`src/rtl/regmap_access_arbiter.sv`:
```
// Config/status register bank shared by two requesters (A = SPI, B = core).
// Round-robin grant, one access in flight, registered 1-cycle response.
module regmap_access_arbiter #(
  parameter int ADDR_WIDTH     = 7,
  parameter int DATA_WIDTH     = 8,
  parameter int NUM_CONFIG_REG = 96,
  parameter int NUM_STATUS_REG = 32,
  parameter logic [DATA_WIDTH-1:0] CFG_RESET_VAL = 8'h00
) (
  input  logic                  clk,
  input  logic                  rst_n,
  input  logic                  a_req_valid,
  output logic                  a_req_ready,
  input  logic                  a_req_we,
  input  logic [ADDR_WIDTH-1:0] a_req_addr,
  input  logic [DATA_WIDTH-1:0] a_req_wdata,
  output logic                  a_rsp_valid,
  output logic [DATA_WIDTH-1:0] a_rsp_rdata,
  output logic                  a_rsp_err,
  input  logic                  b_req_valid,
  output logic                  b_req_ready,
  input  logic                  b_req_we,
  input  logic [ADDR_WIDTH-1:0] b_req_addr,
  input  logic [DATA_WIDTH-1:0] b_req_wdata,
  output logic                  b_rsp_valid,
  output logic [DATA_WIDTH-1:0] b_rsp_rdata,
  output logic                  b_rsp_err,
  output logic [NUM_CONFIG_REG*DATA_WIDTH-1:0] cfg_flat,
  output logic                  busy
);

  localparam int NREG = NUM_CONFIG_REG + NUM_STATUS_REG;

  typedef enum logic {
    IDLE = 1'b0,
    RESP = 1'b1
  } state_e;

  state_e state_q, state_d;

  // prio_q: 0 = A wins the next tie, 1 = B wins it
  logic prio_q, prio_d;

  logic gnt_a, gnt_b, hs;

  logic                  req_we;
  logic [ADDR_WIDTH-1:0] req_addr;
  logic [DATA_WIDTH-1:0] req_wdata;

  logic in_range, is_cfg, own;
  logic wr_ok, acc_err;
  logic [DATA_WIDTH-1:0] acc_rdata;

  logic [DATA_WIDTH-1:0] regs_q [NREG];
  logic [DATA_WIDTH-1:0] regs_d [NREG];

  logic                  a_vld_q, a_vld_d;
  logic [DATA_WIDTH-1:0] a_rd_q, a_rd_d;
  logic                  a_err_q, a_err_d;
  logic                  b_vld_q, b_vld_d;
  logic [DATA_WIDTH-1:0] b_rd_q, b_rd_d;
  logic                  b_err_q, b_err_d;

  always_comb begin
    gnt_a = 1'b0;
    gnt_b = 1'b0;
    if (state_q == IDLE) begin
      if (a_req_valid && (!b_req_valid || !prio_q)) begin
        gnt_a = 1'b1;
      end else if (b_req_valid) begin
        gnt_b = 1'b1;
      end
    end
  end

  assign hs          = gnt_a | gnt_b;
  assign a_req_ready = gnt_a;
  assign b_req_ready = gnt_b;

  always_comb begin
    req_we    = gnt_b ? b_req_we    : a_req_we;
    req_addr  = gnt_b ? b_req_addr  : a_req_addr;
    req_wdata = gnt_b ? b_req_wdata : a_req_wdata;
  end

  // A owns the config region, B owns the status region
  always_comb begin
    in_range = 32'(req_addr) < 32'(NREG);
    is_cfg   = 32'(req_addr) < 32'(NUM_CONFIG_REG);
    own      = gnt_b ? !is_cfg : is_cfg;
    acc_err  = !in_range || (req_we && !own);
    wr_ok    = hs && req_we && !acc_err;
    if (acc_err) begin
      acc_rdata = '0;
    end else if (req_we) begin
      acc_rdata = req_wdata;
    end else begin
      acc_rdata = regs_q[req_addr];
    end
  end

  always_comb begin
    regs_d = regs_q;
    if (wr_ok) begin
      regs_d[req_addr] = req_wdata;
    end
  end

  always_comb begin
    state_d = state_q;
    prio_d  = prio_q;
    unique case (state_q)
      IDLE: begin
        if (hs) begin
          state_d = RESP;
          prio_d  = gnt_a;
        end
      end
      RESP: state_d = IDLE;
      default: state_d = IDLE;
    endcase
  end

  always_comb begin
    a_vld_d = gnt_a;
    a_rd_d  = gnt_a ? acc_rdata : a_rd_q;
    a_err_d = gnt_a ? acc_err   : a_err_q;
    b_vld_d = gnt_b;
    b_rd_d  = gnt_b ? acc_rdata : b_rd_q;
    b_err_d = gnt_b ? acc_err   : b_err_q;
  end

  always_ff @(posedge clk or negedge rst_n) begin
    if (!rst_n) begin
      state_q <= IDLE;
      prio_q  <= 1'b0;
      a_vld_q <= 1'b0;
      a_rd_q  <= '0;
      a_err_q <= 1'b0;
      b_vld_q <= 1'b0;
      b_rd_q  <= '0;
      b_err_q <= 1'b0;
    end else begin
      state_q <= state_d;
      prio_q  <= prio_d;
      a_vld_q <= a_vld_d;
      a_rd_q  <= a_rd_d;
      a_err_q <= a_err_d;
      b_vld_q <= b_vld_d;
      b_rd_q  <= b_rd_d;
      b_err_q <= b_err_d;
    end
  end

  always_ff @(posedge clk or negedge rst_n) begin
    if (!rst_n) begin
      for (int i = 0; i < NREG; i++) begin
        regs_q[i] <= (i < NUM_CONFIG_REG) ? CFG_RESET_VAL : '0;
      end
    end else begin
      regs_q <= regs_d;
    end
  end

  for (genvar g = 0; g < NUM_CONFIG_REG; g++) begin : g_cfg
    assign cfg_flat[g*DATA_WIDTH +: DATA_WIDTH] = regs_q[g];
  end

  assign a_rsp_valid = a_vld_q;
  assign a_rsp_rdata = a_rd_q;
  assign a_rsp_err   = a_err_q;
  assign b_rsp_valid = b_vld_q;
  assign b_rsp_rdata = b_rd_q;
  assign b_rsp_err   = b_err_q;
  assign busy        = (state_q == RESP);

endmodule

```
`config.mk`:
```
export PLATFORM = sky130hd
export DESIGN_NAME = regmap_access_arbiter
export DESIGN_NICKNAME = d
export VERILOG_FILES = /design/src/rtl/regmap_access_arbiter.sv
export SDC_FILE = /design/constraint.sdc
export NUM_CORES = 2
export LEC_CHECK = 0
export CAP_MARGIN = 5
export CORE_MARGIN = 4
export CORE_UTILIZATION = 49
export DETAILED_ROUTE_END_ITERATION = 6
export PLACE_DENSITY = 0.86
export REMOVE_ABC_BUFFERS = 1
export SYNTH_ARGS = -nofsm -noshare
export SYNTH_HDL_FRONTEND = slang
export SYNTH_SLANG_ARGS = --single-unit
export TNS_END_PERCENT = 10
```
`constraint.sdc`:
```
create_clock -name clk -period 3.02 [get_ports clk]
set_input_delay 0.755 -clock clk [delete_from_list [all_inputs] [get_ports clk]]
set_output_delay 0.755 -clock clk [all_outputs]
set_load 0.02 [all_outputs]
```
### Yosys cells after proc, flatten, opt, wreduce, memory -nomap -nowiden

Index checks and enable logic that the tools add are counted.
W data, S select, Z words.

| word-level totals | value |
|---|---|
| flip-flop bits (word level) | 1046 |
| latch bits | 0 |
| bits in writable memories | 0 |
| memory bits (read-only) | 0 |
| input bits | 36 |
| logic and storage cells | 173 |
| memories | 0 |

| operators by class | value |
|---|---|
| add/subtract/negate cells | 0 |
| $mul | 0 |
| div/mod/pow operators | 0 |
| $lt $le $gt $ge | 3 |
| eq/ne operators | 0 |
| shifts and indexed selects | 0 |
| multiplexer cells | 19 |
| bitwise gates (word level) | 3 |
| reduce and logical (&&, ||, !) cells | 12 |

Operator list:

| kind | count |
|---|---|
| $bwmux W1024 | 1 |
| $bmux W8 S7 | 1 |
| $demux W8 S7 | 1 |
| $mux W8 | 6 |
| $ge A8 B8 Y1 const B | 1 |
| $lt A8 B1 Y1 const B | 1 |
| $mux W1 | 8 |
| $not A7 Y8 | 1 |
| $lt A7 B7 Y1 const B | 1 |
| $mux W7 | 1 |
| $logic_and A1 B1 Y1 | 5 |
| $logic_not A1 Y1 | 5 |
| $pmux W1 S2 | 1 |
| $reduce_and A2 Y1 | 1 |
| $logic_or A1 B1 Y1 | 1 |
| $not A1 Y1 | 1 |
| $or A1 B1 Y1 | 1 |

### Longest topological paths before layout

| logic depth | value |
|---|---|
| depth after elaboration | 13 |
| mapped depth | 15 |
| gate-level depth less buffers | 10 |

### Worst setup path before layout

Ideal clock, no wire load.

| timing path | value |
|---|---|
| path type | input-to-reg |
| start | input b_req_valid |
| end | register regs_q (netlist bit cfg_flat[100]) |
| setup time | 0.137 ns |
| arrival | 3.092 ns |
| setup slack | -0.209 ns |
| stages | 10 |
| path buffers | 6 |
| cells stage by stage | and2b_1 nand2_2 buf_2 buf_2 buf_1 buf_2 mux2i_1 clkbuf_1 clkbuf_1 a21oi_1 |

| on the way | value |
|---|---|
| word-level cells in the longest chain between the ends | 13 |
| elaborated cells between the ends (all ways) | 27 |

Ends and longest elaborated chain:

| element | RTL line | RTL |
|---|---|---|
| from (decl) | 20 | `input logic b_req_valid,` |
| branches (longest 13 deep; another with $ge A8 B8 Y1) | -- |  |
| to (signal, indexed assignment) | 158 | `regs_q[i] <= (i < NUM_CONFIG_REG) ? CFG_RESET_VAL : '0;` |
| to (signal assigned) | 161 | `regs_q <= regs_d;` |
| to (decl) | 54 | `logic [DATA_WIDTH-1:0] regs_q [NREG];` |

Several ways; the timed one is not identified.
A chain may end at the register's enable or synchronous reset.

### Worst setup path in the final report

| timing path | value |
|---|---|
| start | register state_q (netlist: busy) |
| end | register b_rd_q[0] (netlist: b_rsp_rdata[0]) |

| on the way | value |
|---|---|
| word-level cells in the longest chain between the ends | 8 |
| elaborated cells between the ends (all ways) | 15 |

Ends and longest elaborated chain:

| element | RTL line | RTL |
|---|---|---|
| from (decl) | 39 | `state_e state_q, state_d;` |
| from (signal assigned) | 144 | `state_q <= state_d;` |
| $mux W1 (*) | 67 | `if (state_q == IDLE) begin` |
| $mux W7 | 82 | `req_addr = gnt_b ? b_req_addr : a_req_addr;` |
| $not A7 Y8 (not written as such) or $lt A7 B7 Y1 (tied branches) | 98, 89 |  |
| $bmux W8 S7 or $logic_not A1 Y1 (tied branches) | 98, 90 |  |
| $mux W8 (not written as such) or $mux W1 (tied branches) | 98, 90 |  |
| $mux W8 (not written as such) or $logic_not A1 Y1 (tied branches) | 98, 91 |  |
| $mux W8 or $logic_and A1 B1 Y1 (tied branches) | 95, 91 |  |
| $mux W8 | 93 | `if (acc_err) begin` |
| to (signal assigned) | 150 | `b_rd_q <= b_rd_d;` |
| to (decl) | 61 | `logic [DATA_WIDTH-1:0] b_rd_q, b_rd_d;` |

Every way passes the cells marked *; elsewhere a longest branch is shown, timed or not. The select of a mux whose other input is x is not followed.

==> run summary <==
status: complete, but fails checks
failing checks: design-rule violations, negative setup slack
critical path type: reg -> reg
Die H: 334 µm
Top Metal Used: met5
gr usage total: 0.420
Max Cap Violations: 0
Req. time, crit path: 3.65 ns
die width: 334 µm
maximum clock path buffer count: 3
Vias/cell: 6.47
routability cong.: 1.05
reg-to-reg critical path startpoint: busy$_DFF_PN0_
Final WS setup: -0.465 ns
Reg2Reg Capture Point: b_rsp_rdata[0]$_DFFE_PN0N_
hold wc startpoint: b_rsp_err$_DFFE_PN0N_
Detail Placement HPWL: 181,000 µm
multiplexer share of the synthesized area: 0.00358
initial antenna violation count: 18
first-pass GRT wire length: 343,000 µm
mean area per synthesized cell: 9.25 µm²
clock share of power: 0.327
largest net degree at the start of global routing: 116
switch share: 0.339
Initial Utilization: 0.494
final hold viol count: 0
area share of xor/xnor cells in the synthesized design: 0
core area: 105,000 µm²
Detailed Routing Iterations Pass 1: 7
Root Buffer Master: clkbuf_16
net switching power: 14.4 mW
PD cells: 614 nW/µm²
area fraction in compound gates after synthesis: 0.188
fmax: 287 MHz
HP Class: reg -> reg
clk_skew: 0.0237 ns
post-synthesis sequential area ratio: 0.502
Pwr Total: 42.5 mW
unique cell type count in the Yosys netlist: 68
top_reg_cell synth: dfrtp_1
Synth Register Bits: 1,046
Vias: 50,253
met1 wire length: 83,300 µm
met3 routed WL: 34,600 µm
commonest non-fill, non-tap cells in the layout: 1,156 x a21oi_1, 1,097 x nor2_1, 1,046 x dfrtp_1, 817 x clkdlybuf4s50_1, 634 x buf_4
R2R setup slack: -0.47 ns
WHS: 0.495 ns
Async S/R FF share, synth: 1.00
Pint: 28.1 mW
Setup-failing EPs final: 24
measured slew at the worst slew-check pin: 0.784 ns
CTS tree: yes
IO Pins: 827
# H-tree levels: 3
P_leak: 31.2 nW
Sequential Power Share: 0.404
cell count after synthesis: 5,631
commonest non-fill, non-tap cell in the layout: a21oi_1
hold path cells: 2
port buffer count: 826
main combinational cell family by area after synthesis: compound AO/OA/AOI/OAI gates
Worst R2R Path Depth: 15
initial DRC count: 7,531
WHS Endpoint: b_rsp_err$_DFFE_PN0N_
Synth Warn #: 0
vias in the first global route: 47,901
met2 WL: 106,000 µm
Routed wire per std cell: 31.6 µm
Crit Path Max Fanout: 15
Clock Sinks: 1,046
final wirelength: 245,000 µm
post-synthesis adder-cell area fraction: 0
area delta synth->final: 32.7%
layout cell share with drive strength beyond 1: 0.222
Worst-Skew Late Latency: 0.71 ns
Tmin final: 3.49 ns
IR drop worst, VDD: 0.000434 V
CP Capture Type: flop
Max-slew headroom: 0.474
RSZ-0062 raised after global routing: yes
Post-synth EDFFs: 0
total grt overflow: 0
die area: 112,000 µm²
Gate power share: 0.269
fin nets: 6,311
Synth Area in Simple Gates: 0.155
Startpoint Class: flop
CTS Buf Count: 107
crit path DAT: 4.11 ns
post-synthesis cell area: 52,100 µm²
Detail Route Antenna Nets: 0
Max Slew Vio Count: 0
final worst path period share: 1.15
CTS clk-pin slew, worst paths: 0.06 ns
row count: 119
DRC Markers: 21
==> critical path, stage by stage (launching register included) <==
cell and delay (ns):
dfrtp_1 0.38, nand2b_4 0.15, buf_12 0.16, buf_4 0.15, o211ai_1 0.24, and2_4 0.25
buf_8 0.14, buf_12 0.13, buf_12 0.12, o22ai_2 0.09, o41ai_4 0.48, nand4_1 0.35
a22oi_2 0.29, nand4_1 0.14, buf_6 0.17, a21oi_1 0.14
==> area by class of cell <==
class | count | area [µm²]
multi-input combinational | 3372 | 19600
timing repair buffer | 1731 | 17800
fill | 7900 | 36300
tap | 1391 | 1740
clock inverter | 42 | 513
antenna | 13 | 32.5
inverter | 17 | 71.3
sequential | 1046 | 26200
clock buffer | 153 | 3100
==> registers in the layout, summed over array words and instances (netlist names) <==
register,flops
cfg_flat,768
prio_q,1
busy,1
a_rsp_err,1
b_rsp_rdata,8
b_rsp_valid,1
regs_q,256
a_rsp_rdata,8
b_rsp_err,1
a_rsp_valid,1
==> synthesized netlist by cell type, types with 19 or more instances <==
cell type  number  area [µm²]
nand2_1       168         631
nand3_1        63         315
clkbuf_1      179         672
and3_1         26         163
buf_4         795        5970
nor2_1       1117        4190
buf_1          19        71.3
a21o_1         25         188
buf_2         196         981
o41ai_1        26         228
a21oi_1      1182        5920
o22ai_1       351        2200
dfrtp_1      1046       26200
nor4_4         77        1640
nor3_1         63         315
or4_1          21         158
a211oi_1       21         158
nor4_2         19         238
==> power by group through the flow <==
stage	clock network [mW]	registers [mW]	logic, mW
floorplan	0	17.7	3.11
global placement	0	17.2	10.3
detailed placement	0	17.2	10.5
CTS	13.8	17.0	10.8
global route	14.4	17.2	11.8
finish	13.9	17.2	11.4
==> logic make-up (layout without fill, tap and decap cells) <==
kind of cell           count (synthesis)  after routing
multiplexers                          18             18
buffers and inverters               1213           1943
AO/OA/AOI/OAI                       1731           1731
AND/OR/NAND/NOR                     1623           1623
other                                  0             13
flip-flops                          1046           1046
==> worst max-delay path by stage <==
stage | cells after the start | endpoint | startpoint
global route | 15 | b_rsp_rdata[6]$_DFFE_PN0N_ | busy$_DFF_PN0_
finish | 15 | b_rsp_rdata[0]$_DFFE_PN0N_ | busy$_DFF_PN0_
global placement | 14 | a_rsp_rdata[1]$_DFFE_PN0P_ | a_req_valid
CTS | 12 | a_rsp_rdata[0]$_DFFE_PN0P_ | busy$_DFF_PN0_
detailed placement | 14 | a_rsp_rdata[0]$_DFFE_PN0P_ | a_req_valid
floorplan | 4 | cfg_flat[32]$_DFFE_PN0P_ | a_req_valid
==> through the flow <==
stage / setup slack [ns] / cells / area (µm²) / utilization / TNS, ns
3_3_place_gp: -1.91 / 7464 / 62900 / 0.597 / -1079.79
4_1_cts: -0.386 / 7699 / 67600 / 0.642 / -4.89
6_report: -0.465 / 7765 / 69100 / 0.656 / -6.10
3_5_place_dp: -2.00 / 7464 / 62900 / 0.597 / -1142.52
5_1_grt: -0.473 / 7757 / 69100 / 0.655 / -11.90
2_1_floorplan: -11.02 / 4435 / 44300 / - / -
==> routing by layer <==
| metal | vias up | GRT usage |
|---|---|---|
| met5 | - | 0 |
| met4 | 8 | 0.277 |
| met3 | 1197 | 0.148 |
| met2 | 4591 | 0.630 |
| met1 | 24280 | 0.514 |
| li1 | 20177 | - |
==> repair_timing <==
action / CTS / global route
endpoints found under the hold margin: 28 / 0
resized for setup: 170 / 208
hold buffers: 1 / 0
endpoints found under the setup margin: 1042 / 518
pin swaps: 39 / 57
gates cloned: 2 / 7
buffers inserted: 38 / 48
Note: power is estimated with default switching activity, not from simulation.
